## src/rtl/pc_pkg.sv

```systemverilog
// Shared types for the PC stage: FSM states, next-PC selects, widths.
// Used by pc_next_mux and pc_sequencer.
package pc_pkg;

  localparam int XLEN        = 32;
  localparam int INSTR_BYTES = 4;

  typedef enum logic [1:0] {
    BOOT = 2'd0,
    RUN  = 2'd1,
    TRAP = 2'd2,
    HALT = 2'd3
  } state_e;

  typedef enum logic [1:0] {
    SEQ  = 2'd0,
    BR   = 2'd1,
    JAL  = 2'd2,
    JALR = 2'd3
  } sel_e;

  function automatic logic is_misaligned(
    input logic [XLEN-1:0] addr
  );
    return |addr[1:0];
  endfunction

endpackage

```

## src/rtl/pc_next_mux.sv

```systemverilog
// Next-PC target computation and alignment check (combinational).
// Sequential flow is never flagged as misaligned.
module pc_next_mux
  import pc_pkg::*;
(
  input  logic [XLEN-1:0] pc,
  input  logic [XLEN-1:0] imm,
  input  logic [XLEN-1:0] rs1_val,
  input  sel_e            sel,
  output logic [XLEN-1:0] target,
  output logic            misaligned
);

  logic [XLEN-1:0] jalr_sum;

  assign jalr_sum = rs1_val + imm;

  always_comb begin
    target = pc + XLEN'(INSTR_BYTES);
    unique case (sel)
      SEQ:     target = pc + XLEN'(INSTR_BYTES);
      BR, JAL: target = pc + imm;
      JALR:    target = {jalr_sum[XLEN-1:1], 1'b0};
      default: target = pc + XLEN'(INSTR_BYTES);
    endcase
  end

  assign misaligned = (sel != SEQ) && is_misaligned(target);

endmodule

```

## src/rtl/pc_sequencer.sv

```systemverilog
// PC register, next-PC FSM (BOOT/RUN/TRAP/HALT) and misaligned trap.
// Define PC_PERF_CNT_EN to add taken_cnt/retire_cnt counters.
module pc_sequencer
  import pc_pkg::*;
#(
  parameter logic [31:0] RESET_VEC = 32'h0000_0000,
  parameter logic [31:0] TRAP_VEC  = 32'h0000_0100
) (
  input  logic        clk,
  input  logic        rst_n,
  input  logic        pc_src,
  input  logic        jump,
  input  logic        jalr,
  input  logic [31:0] imm,
  input  logic [31:0] rs1_val,
  input  logic        stall,
  input  logic        halt,
  output logic [31:0] pc,
  output logic [31:0] pc_plus4,
  output logic        fetch_valid,
  output logic        trap,
  output logic [31:0] bad_target
`ifdef PC_PERF_CNT_EN
  ,
  output logic [31:0] taken_cnt,
  output logic [31:0] retire_cnt
`endif
);

  state_e      state, state_n;
  sel_e        sel;
  logic [31:0] pc_n, bad_n, target;
  logic        mis, retire_en, taken_en;

  always_comb begin
    sel = SEQ;
    if (jalr)        sel = JALR;
    else if (jump)   sel = JAL;
    else if (pc_src) sel = BR;
  end

  pc_next_mux u_mux (
    .pc         (pc),
    .imm        (imm),
    .rs1_val    (rs1_val),
    .sel        (sel),
    .target     (target),
    .misaligned (mis)
  );

  always_comb begin
    state_n = state;
    pc_n    = pc;
    bad_n   = bad_target;
    unique case (state)
      BOOT: state_n = RUN;
      RUN: begin
        if (halt) begin
          state_n = HALT;
        end else if (!stall) begin
          if (mis) begin
            pc_n    = TRAP_VEC;
            bad_n   = target;
            state_n = TRAP;
          end else begin
            pc_n = target;
          end
        end
      end
      TRAP:    state_n = RUN;
      HALT:    state_n = HALT;
      default: state_n = BOOT;
    endcase
  end

  always_ff @(posedge clk or negedge rst_n) begin
    if (!rst_n) begin
      state      <= BOOT;
      pc         <= RESET_VEC;
      bad_target <= '0;
    end else begin
      state      <= state_n;
      pc         <= pc_n;
      bad_target <= bad_n;
    end
  end

  assign pc_plus4    = pc + 32'd4;
  assign fetch_valid = (state == RUN);
  assign trap        = (state == TRAP);
  assign retire_en   = (state == RUN) && !stall && !halt;
  assign taken_en    = retire_en && (sel != SEQ) && !mis;

`ifdef PC_PERF_CNT_EN
  always_ff @(posedge clk or negedge rst_n) begin
    if (!rst_n) begin
      taken_cnt  <= '0;
      retire_cnt <= '0;
    end else begin
      if (retire_en) retire_cnt <= retire_cnt + 32'd1;
      if (taken_en)  taken_cnt  <= taken_cnt + 32'd1;
    end
  end
`else
  logic unused_cnt;
  assign unused_cnt = taken_en;
`endif

endmodule

```

## config.mk

```make
export PLATFORM = sky130hd
export DESIGN_NAME = pc_sequencer
export DESIGN_NICKNAME = d
export VERILOG_FILES = /design/src/rtl/pc_pkg.sv /design/src/rtl/pc_next_mux.sv /design/src/rtl/pc_sequencer.sv
export SDC_FILE = /design/constraint.sdc
export NUM_CORES = 1
export LEC_CHECK = 0
export ABC_AREA = 1
export BUFFER_PORTS_ARGS = -buffer_cell sky130_fd_sc_hd__buf_2
export CAP_MARGIN = 30
export CORE_MARGIN = 3
export CORE_UTILIZATION = 25
export CTS_CLUSTER_SIZE = 40
export DETAILED_ROUTE_END_ITERATION = 10
export HOLD_SLACK_MARGIN = 0.15
export PLACE_DENSITY_LB_ADDON = 0.1
export SKIP_LAST_GASP = 1
export SYNTH_ARGS = -nofsm -noshare
export SYNTH_HDL_FRONTEND = slang
export SYNTH_SLANG_ARGS = --single-unit
```

## constraint.sdc

```tcl
create_clock -name clk -period 2.7 [get_ports clk]
set_input_delay 0.54 -clock clk [delete_from_list [all_inputs] [get_ports clk]]
set_output_delay 0.54 -clock clk [all_outputs]
set_load 0.01 [all_outputs]
```

# Yosys cells after proc, flatten, opt, wreduce, memory -nomap -nowiden
# Index checks and enable logic that the tools add are counted.
# Widths: inputs -> output; s select.
[classes]
n_addsub = 3
n_eq_ne = 8
muxes = 9
bitwise_logic = 2
reduce_logical = 10
[ops]
columns = ["op", "count"]
rows = [
  ["$pmux 32 s3", 1],
  ["$add 32x32->32", 2],
  ["$add 32x3->32 const B", 1],
  ["$mux 32", 1],
  ["$mux 2", 5],
  ["$eq 2x2->1 const B", 4],
  ["$pmux 2 s3", 1],
  ["$reduce_or 2->1", 3],
  ["$eq 2x1->1 const B", 2],
  ["$logic_not 2->1", 2],
  ["$reduce_and 4->1", 1],
  ["$ne 3x2->1 const B", 1],
  ["$ne 3x3->1 const B", 1],
  ["$reduce_and 3->1", 1],
  ["$not 1->1", 2],
  ["$reduce_and 2->1", 1],
  ["$reduce_bool 2->1", 1],
  ["$logic_and 1x1->1", 1],
  ["$mux 1", 1],
]
[totals]
ff_bits = 66
input_bits = 71
output_inout_bits = 98
wordCells = 35

# Logic depth before layout (Yosys ltp)
[logic_depth]
word_depth = 12
depth_mapped = 16

# By module
# A second synthesis with hierarchy kept.
[unflattened]
hier_cells = 1774
hier_area_um2 = 9895.7
[by_module_without_submodules]
columns = ["mod", "n_inst", "cells_each", "area_each_um2", "seq_area_each_um2"]
rows = [
  ["pc_next_mux", 1, 1316, 6212.2, 0.0],
  ["pc_sequencer", 1, 458, 3683.5, 1651.6],
]

# Worst setup path before layout
# Ideal clock, no wire load.
[synth_timing]
kind = "input port to flip-flop"
from = "in imm[0]"
to = "reg bad_target[31]"
setup_ns = 0.118
t_arrival_ns = 2.222
required_time_ns = 2.582
slack_ns = 0.360
path_stages = 11
n_path_buf = 1
path_cell_list = "ha_1 fa_1 nand2_1 o2bb2ai_2 a21oi_4 nand2_2 nor2_8 inv_2 buf_2 nand2_1 nand2_1"
[synth_via]
elab_chain_len = 5
elab_cells_between_ends = 6
classes_between = "2 x add/sub; 1 x mux; 3 x reduce/logical"
[synth_lines]
columns = ["item", "line_no", "source"]
rows = [
  ["from (decl)", "pc_sequencer.sv:14", "input logic [31:0] imm,"],
  ["$add 32x32->32 (on tied branches)", "pc_next_mux.sv:22, pc_next_mux.sv:16", ""],
  ["$pmux 32 s3 (*)", "pc_next_mux.sv:20", "unique case (sel)"],
  ["$reduce_or 2->1", "pc_pkg.sv:25", "return |addr[1:0];"],
  ["$logic_and 1x1->1", "pc_next_mux.sv:28", "assign misaligned = (sel != SEQ) && is_misaligned(target);"],
  ["$reduce_and 4->1 (no source line)", "-", ""],
  ["to (signal assigned)", "pc_sequencer.sv:84", "bad_target <= bad_n;"],
  ["to (decl)", "pc_sequencer.sv:22", "output logic [31:0] bad_target"],
]
# Mark *: on every way between the ends. The rest lies on a longest branch, timed or not.
# A chain may end at the register's enable or synchronous reset.

# Final worst setup path
[layout_timing]
from = "reg pc[7]"
to = "out pc_plus4[22]"
[layout_via]
elab_chain_len = 1
[layout_lines]
columns = ["item", "line_no", "source"]
rows = [
  ["from (decl)", "pc_sequencer.sv:18", "output logic [31:0] pc,"],
  ["from (signal assigned)", "pc_sequencer.sv:83", "pc <= pc_n;"],
  ["$add 32x3->32", "-", ""],
  ["to (decl)", "pc_sequencer.sv:19", "output logic [31:0] pc_plus4,"],
]
# Every way passes these cells.

==> qor.csv <==
metric,value,unit
fin_setup_tns,0,ns
synthCells,1544,
synth_nets,1682,
grt_max_degree,67,
fp.dieW,192.9,um
num_rows,67,
max_slew_margin,64.76,%
dpl.hpwl,31860,um
wl_per_cell,16.84,um
ys_warn_count,0,
max_slew.worst_pin.slew,0.5285,ns
antenna_found_initial,1,
layout_commonest_cell,nand2_1,
hold_viol_final,0,
gp_congestion,0.8592,
fin_util,32.75,%
p_leak,6.655,nW
io_buffers,168,
dr.first_iter.drc_count,594,
htree_num_levels,3,
fin_crit_sh,98.31,%
vdd_drop_max,349.0,uV
r2r-end,bad_target[10],
drive_gt1_share,19.26,%
arrival,2.11,ns
critPathKind,reg -> out,
cts-root-buf,clkbuf_16,
cts_tree,built,
ys_seq_area_share,18.92,%
io-pin-count,169,
final_cell_mix,"nand2_1, inv_1, nand3_1",
finalCriticalPeriod,2.654,ns
nNetsFinal,1919,
rrSetupSlack,0.16,ns
critPathLaunchType,register,
viasPerCell,4.533,
required,2.16,ns
synthDistinctLibCells,47,
grt_use_total,20.26,%
synthFlopType,dfrtp_1,
ant_nets,0,
min_path_type,in -> async,
cts_sinks,66,
synth-seq-cells,66,
drc,0,
initial_core_util,25.71,%
grt_pass1_wl,57280,um
maxCapViolCount,0,
cts_buffers,9,
slew_violations,0,
synthToLayoutAreaGrowth,27.38,%
insertion_delay,0.35,ns
syn_area,8728,um^2
drt_pass1_iterations,7,
synth.avg_cell_area,5.653,um^2
path_clk_slew,0.06,ns
n_antenna_cell,0,
async_reset_ff_share,100.0,%
vias,10126,
timing.fmax,0.3767,GHz
postCtsHoldBufs,0,
power_density,455.9,nW/um^2
nFillCells,3883,
synth_edf_count,0,
worstPathMaxFanout,7,
crit_path_end_kind,output pin,
finalWirelength,37620,um
setup_viol,0,
status,finished clean,
grt_overflow,0,
grt_pass1_vias,9946,
r2r_cells,13,
fp.dieArea,37190,um^2
fp.coreArea,33950,um^2
power.total,5.069,mW
max-clock-path-buffers,2,
rsz0062_at_grt,yes,
r2r_start,pc[9],
skew,0.009162,ns
die_h,192.9,um
-- synth_stat cells (2+ instances only) --
cell | count | area [um^2]
o221ai_1 | 2 | 17.52
dfrtp_1 | 66 | 1652
o22ai_1 | 2 | 12.51
and3_1 | 3 | 18.77
o21ai_1 | 11 | 55.05
a21o_1 | 2 | 15.01
nor2_8 | 2 | 40.04
inv_1 | 263 | 987.2
nor2_2 | 3 | 18.77
buf_4 | 6 | 45.04
buf_1 | 3 | 11.26
buf_6 | 4 | 45.04
and2_1 | 2 | 12.51
buf_2 | 2 | 10.01
xor2_2 | 2 | 32.53
a21oi_1 | 51 | 255.2
o211ai_1 | 5 | 37.54
xnor2_1 | 4 | 35.03
fa_1 | 2 | 40.04
o21ai_0 | 30 | 150.1
xor2_1 | 15 | 131.4
o21bai_1 | 5 | 37.54
ha_1 | 65 | 813.3
nor2_4 | 4 | 45.04
nor4_1 | 5 | 31.28
or2_2 | 16 | 100.1
nand4_1 | 18 | 112.6
clkinv_1 | 2 | 7.510
nand2_2 | 3 | 18.77
o21ai_2 | 2 | 17.52
nand2_1 | 608 | 2282
nor2_1 | 101 | 379.1
nand3_1 | 180 | 900.9
a21boi_0 | 7 | 52.55
inv_2 | 7 | 26.28
nand3b_1 | 11 | 82.58
clkbuf_1 | 9 | 33.78
nor3_1 | 11 | 55.05
o31ai_1 | 2 | 15.01
-- how the worst max path moves through the flow --
stage / startpoint / endpoint / slack [ns]
2_1_floorplan: imm[0] / bad_target[31] / 0.36
3_3_place_gp: imm[16] / bad_target[29] / -0.25
3_5_place_dp: imm[16] / bad_target[29] / -0.19
4_1_cts: pc[3] / pc_plus4[22] / -0.10
5_1_grt: pc[2] / pc_plus4[22] / -0.09
6_report: pc[7] / pc_plus4[22] / 0.05
-- registers in the layout, summed over array words and instances, names as in the netlist --
| name | count |
|---|---|
| bad_target | 32 |
| pc | 32 |
| state | 2 |
-- cells by family (layout without fill, tap and decap cells) --
family                     count (synthesis)  in the layout  synth area share (%)
AOI/OAI and AO/OA                        122            122                 8.070
adders and majority gates                 67             67                 9.776
xor gates and xnor gates                  21             21                 2.279
buffers and inverters                    296            538                 13.36
DFF                                       66             66                 18.92
and+or+nand+nor                          972            972                 47.59
-- per-stage QoR --
stage	area, um^2	hold WS (ns)	worst slack [ns]	instances
6_report	11120	0.1994	0.04561	2234
5_1_grt	11120	0.2435	-0.09000	2234
4_1_cts	10980	0.2277	-0.1003	2230
3_5_place_dp	10560	0.4610	-0.1930	2207
3_3_place_gp	10560	0.4636	-0.2471	2207
2_1_floorplan	8728	0.2444	0.3600	1544
-- routing by layer --
layer	vias to the layer above	part of all wire, %	global-route usage, %
li1	5309	-	-
met1	4558	51	29.68
met2	227	44	32.51
met3	30	3.6	1.471
met4	2	1.4	4.315
met5	-	0.035	0
-- worst max-delay path, stage by stage (launching register included) --
cell and delay [ns]:
dfrtp_2 0.46, inv_1 0.15, nor3_4 0.22, nand2_2 0.10, nor2_4 0.16, buf_12 0.14, nand2_8 0.06, nor2_4 0.11
xor2_2 0.19, buf_2 0.17
-- final cells by class --
class	count	area, um^2	share of cell area, %
Timing Repair Buffer	250	1526	13.73
Clock inverter	6	66.31	0.5964
Tap cell	448	560.5	5.042
Multi-Input combinational cell	1182	6050	54.41
Clock buffer	10	229.0	2.059
Inverter	272	1021	9.183
Sequential cell	66	1665	14.98
-- timing repair --
item / in CTS / in global routing
buffers inserted: 7 / 4
pin swaps: 9 / 9
setup endpoints to repair: 18 / 22
resized for setup: 18 / 30
-- report_power, final --
part	internal (mW)	switching [mW]	total (mW)
logic	0.933	1.65	2.59
registers	1.12	0.163	1.28
clock network	0.717	0.485	1.20
Note: power is estimated with default switching activity, not from simulation.
